===== config.mk =====
export PLATFORM = sky130hd
export DESIGN_NAME = risc_ctrl_ws
export DESIGN_NICKNAME = d
export VERILOG_FILES = /design/src/rtl/risc_pkg.sv /design/src/rtl/risc_ctrl_decode.sv /design/src/rtl/risc_ctrl_ws.sv
export SDC_FILE = /design/constraint.sdc
export NUM_CORES = 1
export LEC_CHECK = 0
export CAP_MARGIN = 40
export CORE_MARGIN = 2
export CORE_UTILIZATION = 46
export CTS_CLUSTER_SIZE = 28
export DETAILED_ROUTE_END_ITERATION = 8
export PLACE_DENSITY_LB_ADDON = 0.25
export SLEW_MARGIN = 20
export SYNTH_ARGS = -nofsm -noshare
export SYNTH_HDL_FRONTEND = slang
export SYNTH_SLANG_ARGS = --single-unit

===== constraint.sdc =====
create_clock -name clk -period 4.4 [get_ports clk]
set_input_delay 0.66 -clock clk [delete_from_list [all_inputs] [get_ports clk]]
set_output_delay 0.66 -clock clk [all_outputs]
set_load 0.02 [all_outputs]

===== src/rtl/risc_pkg.sv =====
// Opcode codes, controller state encoding and decode helpers shared by the
// RISC controller family.
package risc_pkg;

    localparam logic [2:0] HLT = 3'd0;
    localparam logic [2:0] SKZ = 3'd1;
    localparam logic [2:0] ADD = 3'd2;
    localparam logic [2:0] AND = 3'd3;
    localparam logic [2:0] XOR = 3'd4;
    localparam logic [2:0] LDA = 3'd5;
    localparam logic [2:0] STO = 3'd6;
    localparam logic [2:0] JMP = 3'd7;

    typedef enum logic [3:0] {
        INST_ADDR  = 4'd0,
        INST_FETCH = 4'd1,
        INST_LOAD  = 4'd2,
        IDLE       = 4'd3,
        OP_ADDR    = 4'd4,
        OP_FETCH   = 4'd5,
        ALU_OP     = 4'd6,
        STORE      = 4'd7,
        HALTED     = 4'd8,
        FAULT      = 4'd9
    } state_t;

    // Operations that read an operand from memory into the accumulator path.
    function automatic logic is_aluop(input logic [2:0] op);
        return (op == ADD) || (op == AND) || (op == XOR) || (op == LDA);
    endfunction

endpackage


===== src/rtl/risc_ctrl_decode.sv =====
// Combinational strobe decode from controller state and opcode; also used by
// the legacy 8-phase controller.
module risc_ctrl_decode
    import risc_pkg::*;
#(
    parameter int OPC_W = 3
) (
    input  state_t           state,
    input  logic [OPC_W-1:0] opcode,
    input  logic             is_zero,
    output logic             sel,
    output logic             rd,
    output logic             ld_ir,
    output logic             halt,
    output logic             inc_pc,
    output logic             ld_ac,
    output logic             ld_pc,
    output logic             wr,
    output logic             data_e
);

    logic       legal;
    logic [2:0] op3;
    logic       op_hlt;
    logic       op_skz;
    logic       op_sto;
    logic       op_jmp;
    logic       op_alu;

    // Widened opcodes are only legal when every bit above the classic 3 is zero.
    assign legal  = (opcode >> 3) == '0;
    assign op3    = opcode[2:0];
    assign op_hlt = legal && (op3 == HLT);
    assign op_skz = legal && (op3 == SKZ);
    assign op_sto = legal && (op3 == STO);
    assign op_jmp = legal && (op3 == JMP);
    assign op_alu = legal && is_aluop(op3);

    always_comb begin
        sel    = 1'b0;
        rd     = 1'b0;
        ld_ir  = 1'b0;
        halt   = 1'b0;
        inc_pc = 1'b0;
        ld_ac  = 1'b0;
        ld_pc  = 1'b0;
        wr     = 1'b0;
        data_e = 1'b0;
        case (state)
            INST_ADDR: sel = 1'b1;
            INST_FETCH: begin
                sel = 1'b1;
                rd  = 1'b1;
            end
            INST_LOAD, IDLE: begin
                sel   = 1'b1;
                rd    = 1'b1;
                ld_ir = 1'b1;
            end
            OP_ADDR: begin
                inc_pc = 1'b1;
                halt   = op_hlt || !legal;
            end
            OP_FETCH: rd = op_alu;
            ALU_OP: begin
                rd     = op_alu;
                inc_pc = op_skz && is_zero;
                ld_pc  = op_jmp;
                data_e = op_sto;
            end
            STORE: begin
                rd     = op_alu;
                ld_ac  = op_alu;
                inc_pc = op_jmp;
                ld_pc  = op_jmp;
                wr     = op_sto;
                data_e = op_sto;
            end
            HALTED: halt = 1'b1;
            default: ;
        endcase
    end

endmodule


===== src/rtl/risc_ctrl_ws.sv =====
// RISC controller with memory wait states, bus timeout fault, resumable halt
// and illegal-opcode detection. Define RISC_CTRL_STAT_EN to add instr_cnt.
module risc_ctrl_ws
    import risc_pkg::*;
#(
    parameter int OPC_W    = 3,
    parameter int TIMEOUT  = 15,
    parameter int WS_CNT_W = 4
) (
    input  logic             clk,
    input  logic             rst,
    input  logic [OPC_W-1:0] opcode,
    input  logic             is_zero,
    input  logic             mem_ready,
    input  logic             resume,
    output logic             sel,
    output logic             rd,
    output logic             ld_ir,
    output logic             halt,
    output logic             inc_pc,
    output logic             ld_ac,
    output logic             ld_pc,
    output logic             wr,
    output logic             data_e,
    output logic             bus_err,
    output logic             illegal_op,
    output logic [3:0]       state_o
`ifdef RISC_CTRL_STAT_EN
    ,
    output logic [31:0]      instr_cnt
`endif
);

    localparam logic                TIMEOUT_EN  = (TIMEOUT != 0);
    localparam logic [WS_CNT_W-1:0] TIMEOUT_CNT = WS_CNT_W'(TIMEOUT);

    state_t              state;
    state_t              state_next;
    logic [WS_CNT_W-1:0] wait_cnt;
    logic [WS_CNT_W-1:0] wait_cnt_next;
    logic                illegal_q;
    logic                illegal_next;
    logic                legal;
    logic                op_hlt;
    logic                op_sto;
    logic                op_alu;
    logic                in_wait;

    assign legal   = (opcode >> 3) == '0;
    assign op_hlt  = legal && (opcode[2:0] == HLT);
    assign op_sto  = legal && (opcode[2:0] == STO);
    assign op_alu  = legal && is_aluop(opcode[2:0]);
    assign in_wait = (state == INST_FETCH)
                  || (state == OP_FETCH && op_alu)
                  || (state == STORE && op_sto);

    always_ff @(posedge clk) begin
        if (rst) begin
            state     <= INST_ADDR;
            wait_cnt  <= '0;
            illegal_q <= 1'b0;
        end else begin
            state     <= state_next;
            wait_cnt  <= wait_cnt_next;
            illegal_q <= illegal_next;
        end
    end

    // A stalled wait state holds until ready; the stall budget exhausted sends it to FAULT.
    always_comb begin
        state_next    = state;
        wait_cnt_next = '0;
        illegal_next  = illegal_q;
        if (in_wait && !mem_ready) begin
            if (TIMEOUT_EN && wait_cnt == TIMEOUT_CNT) begin
                state_next = FAULT;
            end else begin
                wait_cnt_next = wait_cnt + 1'b1;
            end
        end else begin
            case (state)
                INST_ADDR:  state_next = INST_FETCH;
                INST_FETCH: state_next = INST_LOAD;
                INST_LOAD:  state_next = IDLE;
                IDLE:       state_next = OP_ADDR;
                OP_ADDR: begin
                    illegal_next = !legal;
                    state_next   = (op_hlt || !legal) ? HALTED : OP_FETCH;
                end
                OP_FETCH:   state_next = ALU_OP;
                ALU_OP:     state_next = STORE;
                STORE:      state_next = INST_ADDR;
                HALTED: begin
                    if (resume) begin
                        state_next   = INST_ADDR;
                        illegal_next = 1'b0;
                    end
                end
                FAULT:      state_next = FAULT;
                default:    state_next = INST_ADDR;
            endcase
        end
    end

`ifdef RISC_CTRL_STAT_EN
    always_ff @(posedge clk) begin
        if (rst) begin
            instr_cnt <= '0;
        end else if ((state == STORE && state_next == INST_ADDR)
                  || (state != HALTED && state_next == HALTED)) begin
            instr_cnt <= instr_cnt + 32'd1;
        end
    end
`endif

    risc_ctrl_decode #(
        .OPC_W(OPC_W)
    ) u_decode (
        .state  (state),
        .opcode (opcode),
        .is_zero(is_zero),
        .sel    (sel),
        .rd     (rd),
        .ld_ir  (ld_ir),
        .halt   (halt),
        .inc_pc (inc_pc),
        .ld_ac  (ld_ac),
        .ld_pc  (ld_pc),
        .wr     (wr),
        .data_e (data_e)
    );

    assign bus_err    = (state == FAULT);
    assign illegal_op = illegal_q;
    assign state_o    = state;

endmodule


# After elaboration in Yosys (flattened, before gate mapping)

Cells that the tools add are included.

Bits in registers: 9
Input bits: 8
Output and inout bits: 15
Word-level logic and storage cells: 62

Add/subtract/negate cells: 1
Equal/unequal tests: 20
Muxes and demuxes: 16
Bitwise operators: 1
Reduce and logical (&&, ||, !) cells: 21

Operators by type and width:

| cell                                                 | number |
|---|---|
| case mux 4 bit (9 select lines)                      | 1 |
| equality test 4 x 3 -> 1 bit (second input constant) | 4 |
| 2-to-1 mux 4 bit                                     | 4 |
| equality test 3 bit (second input constant)          | 4 |
| equality test 4 bit (second input constant)          | 3 |
| OR reduction 3 bit                                   | 3 |
| equality test 4 x 2 -> 1 bit (second input constant) | 2 |
| 2-to-1 mux 1 bit                                     | 7 |
| equality test 3 x 2 -> 1 bit (second input constant) | 2 |
| case mux 1 bit (2 select lines)                      | 3 |
| logical OR 1 bit                                     | 5 |
| adder 4 x 1 -> 4 bit (second input constant)         | 1 |
| equality test 4 x 1 -> 1 bit (second input constant) | 1 |
| logical AND 1 bit                                    | 4 |
| zero test 4 bit                                      | 1 |
| OR reduction 2 bit                                   | 2 |
| OR reduction 4 bit                                   | 1 |
| equality test 3 x 1 -> 1 bit (second input constant) | 1 |
| zero test 3 bit                                      | 1 |
| != test 3 bit (second input constant)                | 1 |
| case mux 1 bit (3 select lines)                      | 1 |
| AND reduction 3 bit                                  | 1 |
| != test 2 x 1 -> 1 bit (second input constant)       | 1 |
| != test 2 bit (second input constant)                | 1 |
| 4 further kinds                                      | 4 |

# Longest topological paths before layout

Word-level depth: 10
Mapped depth: 6
Gate-level depth less buffers: 5

# Hierarchy

Synthesis repeated with hierarchy kept, for this count alone.

Cells, all modules: 77
Area total of the unflattened synthesis: 619.3 sq um

Modules (own cells, without submodules):

| module           | times used | cells each | area each (sq um) | sequential area each (sq um) |
|---|---|---|---|---|
| risc_ctrl_ws     | 1          | 55         | 483.0             | 160.2 |
| risc_ctrl_decode | 1          | 22         | 136.4             | 0.0 |

# Least setup slack after synthesis

OpenSTA, ideal clock, no wires.

Path kind: reg-to-output
From: register state[2], in the netlist state_o[2]
To: output wr
Data arrival time: 1.846 ns
Required time: 3.740 ns
Setup slack: 1.894 ns
Stages on the path, launching flop included: 5
Buffers on the path: 1
Cell sequence: dfxtp_1 -> buf_2 -> nand2b_1 -> nor4_1 -> and2_1

Word-level cells in the longest chain between the ends: 2

RTL lines:

| what                         | RTL line               | source |
|---|---|---|
| start, declared              | risc_ctrl_ws.sv:37     | `state_t state;` |
| start signal, assigned       | risc_ctrl_ws.sv:63     | `state <= state_next;` |
| equality test 4 x 3 -> 1 bit | risc_ctrl_decode.sv:49 | `case (state)` |
| 2-to-1 mux 1 bit             | risc_ctrl_decode.sv:49 |  |
| end, declared                | risc_ctrl_ws.sv:23     | `output logic wr,` |

Every way passes these cells.

# Worst setup path after layout

From: input opcode[1]
To: output inc_pc

Word-level cells in the longest chain between the ends: 3
Elaborated cells on any way between the ends: 4
Classes of those cells: eq/ne: 2; mux: 1; reduce/logical: 1

RTL lines:

| what                              | RTL line               | source |
|---|---|---|
| start, declared                   | risc_ctrl_ws.sv:12     | `input logic [OPC_W-1:0] opcode,` |
| equality test 3 x 1 -> 1 bit      | risc_ctrl_decode.sv:34 | `assign op_skz = legal && (op3 == SKZ);` |
| logical AND 1 bit                 | risc_ctrl_decode.sv:67 | `inc_pc = op_skz && is_zero;` |
| case mux 1 bit (3 select lines) * | risc_ctrl_decode.sv:49 |  |
| end, declared                     | risc_ctrl_ws.sv:20     | `output logic inc_pc,` |

Mark *: on every way between the ends. The rest lies on a longest branch, timed or not.

==> flow_summary.json <==
{
  "status": "finished clean",
  "cp_top_family": "buffers and inverters",
  "nets": 107,
  "crit_fanout": 8,
  "cts_setup_buffers": 0,
  "drive_gt1_share_pct": 9.38,
  "start_kind": "input port",
  "power.leakage_uw": 0.000301,
  "cp.required_ps": 3740,
  "combPwrFrac_pct": 41.9,
  "wl_per_cell_um": 12.7,
  "end_kind": "output pin",
  "cap_violations": 0,
  "grt_pass1_wl_um": 2300,
  "cts_resized": 0,
  "dr.pass1.iters": 4,
  "cp_common_cell": "clkdlybuf4s50_1",
  "hold_start": "wait_cnt[0]$_SDFF_PP0_",
  "dieArea_mm2": 0.00169,
  "io_pins": 23,
  "hold_viol": 0,
  "ctsLongestPathBuffers": 2,
  "drt_iter0_drc": 15,
  "core_area_mm2": 0.00128,
  "cts.sinks": 8,
  "ir_drop_mv": 0.201,
  "worstPathArrival_ps": 2540,
  "postSynthAreaPerCell_um2": 7.90,
  "io_buffer_count": 21,
  "grt_antenna_before_repair": 0,
  "insertion_delay_ps": 250,
  "layout_min_cycle_time_ps": 3200,
  "htreeDepth": 1,
  "clockRootBuffer": "clkbuf_4",
  "fp.dieH_um": 41.1,
  "seq_area_frac_synth_pct": 25.3,
  "critPathMaxStageDelay_ps": 620,
  "critPathBufInv": 2,
  "p_switching_uw": 97.8,
  "ys_warn_count": 0,
  "cts_tree": "yes",
  "ys_ff_latch": 8,
  "fmax_mhz": 312,
  "grt_max_degree": 13,
  "crit_type": "in -> out",
  "setup_viol": 0,
  "ys_types": 38,
  "reg2reg_from": "state_o[1]$_SDFFE_PP0P_",
  "cts.reportedPaths.clkPinSlew_ps": 50,
  "rows": 13,
  "start_util_pct": 49.2,
  "grt_pass1_vias": 501,
  "place_congestion": 0.859,
  "synth_edf_count": 0,
  "via_count": 648,
  "dp_hpwl_um": 1090,
  "internal_power_uw": 164,
  "cts_made_buffers": 3,
  "die_x_um": 41.1,
  "whs_ps": 461,
  "fin_crit_sh_pct": 72.7,
  "drc": 0,
  "power_frac_seq_pct": 36.8,
  "path_cells": "clkdlybuf4s50_1 > nand2_1 > or3_1 > a21oi_1 > clkdlybuf4s50_1",
  "netlist_area_um2": 632,
  "ant_nets": 0,
  "area_growth_pct": 30.1,
  "switching_share_pct": 37.4,
  "p_clk_share_pct": 21.2,
  "cts_hold_buf": 0,
  "vias_per_cell": 5.84,
  "finalSetupTns_ps": 0,
  "num_antenna_cells": 0,
  "synthFlopType": "dfxtp_1",
  "synthArstFlopShare_pct": 0,
  "hold_class": "reg -> reg",
  "overflow": 0,
  "rsz0062_at_grt": "false",
  "power_density_mw_per_mm2": 319,
  "slew_viol_final": 0,
  "synth_fp_nets": 89,
  "grtUsageTotal_pct": 21.7,
  "postSynthCellCount": 80,
  "finalWirelength_um": 1410,
  "clock-skew-final_ps": 3.94,
  "startpoint": "opcode[1]",
  "crit_path_top_delay_cell": "clkdlybuf4s50_1"
}
[sequential cells by signal (all words and copies together), names as in the netlist]
register  flops
wait_cnt      4
state_o       4
[through the flow]
step | area (um^2) | total power (uW) | worst slack [ps] | cells | utilization [%]
floorplan | 632 | 171 | 1890 | 80 | -
global placement | 800 | 206 | 1270 | 108 | 62.2
detailed placement | 800 | 208 | 1220 | 108 | 62.2
CTS | 822 | 263 | 1220 | 111 | 64.0
global route | 822 | 281 | 1090 | 111 | 64.0
finish | 822 | 262 | 1200 | 111 | 64.0
[layout by cell type (no fill, tap or decap), types with 2 or more instances in the layout]
cell	Yosys	final
and2_1	2	2
xnor2_1	2	2
o21a_1	2	2
nor3_1	7	7
dfxtp_1	8	8
nor4_1	5	5
a21oi_1	3	3
xor2_1	2	2
nand2b_1	4	4
nand3_1	2	2
nand2_1	2	2
nor2_1	8	8
inv_1	4	4
clkdlybuf4s50_1	0	21
clkbuf_4	0	3
[power by group through the flow]
stage	Sequential (uW)	Clock, uW	Combinational, uW
final	96.5	55.6	110
after global routing	98.4	62.7	120
after CTS	96.4	56.8	110
after detailed placement	98.1	0	110
after global placement	97.3	0	109
after floorplan	91.0	0	79.7
[final timing paths]
kind | slack, ps | cells past startpoint | endpoint
max | 1200 | 5 | inc_pc
min | 460 | 1 | wait_cnt[0]$_SDFF_PP0_
max reg2reg | 2740 | 4 | state_o[2]$_SDFFE_PP0P_
min reg2reg | 460 | 1 | wait_cnt[0]$_SDFF_PP0_
[kinds of logic (layout without fill, tap and decap cells)]
family | Yosys count | after routing | synth area share, %
adder cells (fa/ha/maj) | 1 | 1 | 1.98
other | 1 | 1 | 0.593
AO/OA/AOI/OAI | 14 | 14 | 17.2
XOR/XNOR | 4 | 4 | 5.55
flip-flops | 8 | 8 | 25.3
buffers and inverters | 12 | 28 | 12.1
AND/OR/NAND/NOR | 39 | 39 | 34.9
multiplexers | 1 | 1 | 2.38
[per-layer routing]
layer  routed length [um]  vias to the layer above  share of wire (%)  track usage, %
li1                     -                      322                  -               -
met1                  645                      290                 46            31.1
met2                  632                       31                 45            28.9
met3                  123                        5                8.7            9.78
met4                   12                        0               0.85            5.00
met5                    0                        -                  0               0
[Yosys cell counts (2+ instances only)]
library cell / n / share of area, %
a21oi_1: 3 / 2.4
and2_1: 2 / 2.0
buf_4: 4 / 4.8
buf_6: 2 / 3.6
dfxtp_1: 8 / 25
inv_1: 4 / 2.4
nand2_1: 2 / 1.2
nand2b_1: 4 / 4.0
nand3_1: 2 / 1.6
nor2_1: 8 / 4.8
nor3_1: 7 / 5.5
nor4_1: 5 / 5.0
o21a_1: 2 / 2.4
xnor2_1: 2 / 2.8
xor2_1: 2 / 2.8
[final cells by class]
class,count,area (um^2)
clock buffers,3,22.5
fillers,118,463
inverters,4,15.0
multi-input cells,60,395
flip-flops and latches,8,160
well taps,15,18.8
repair buffers,21,210
Note: power is estimated with default switching activity, not from simulation.
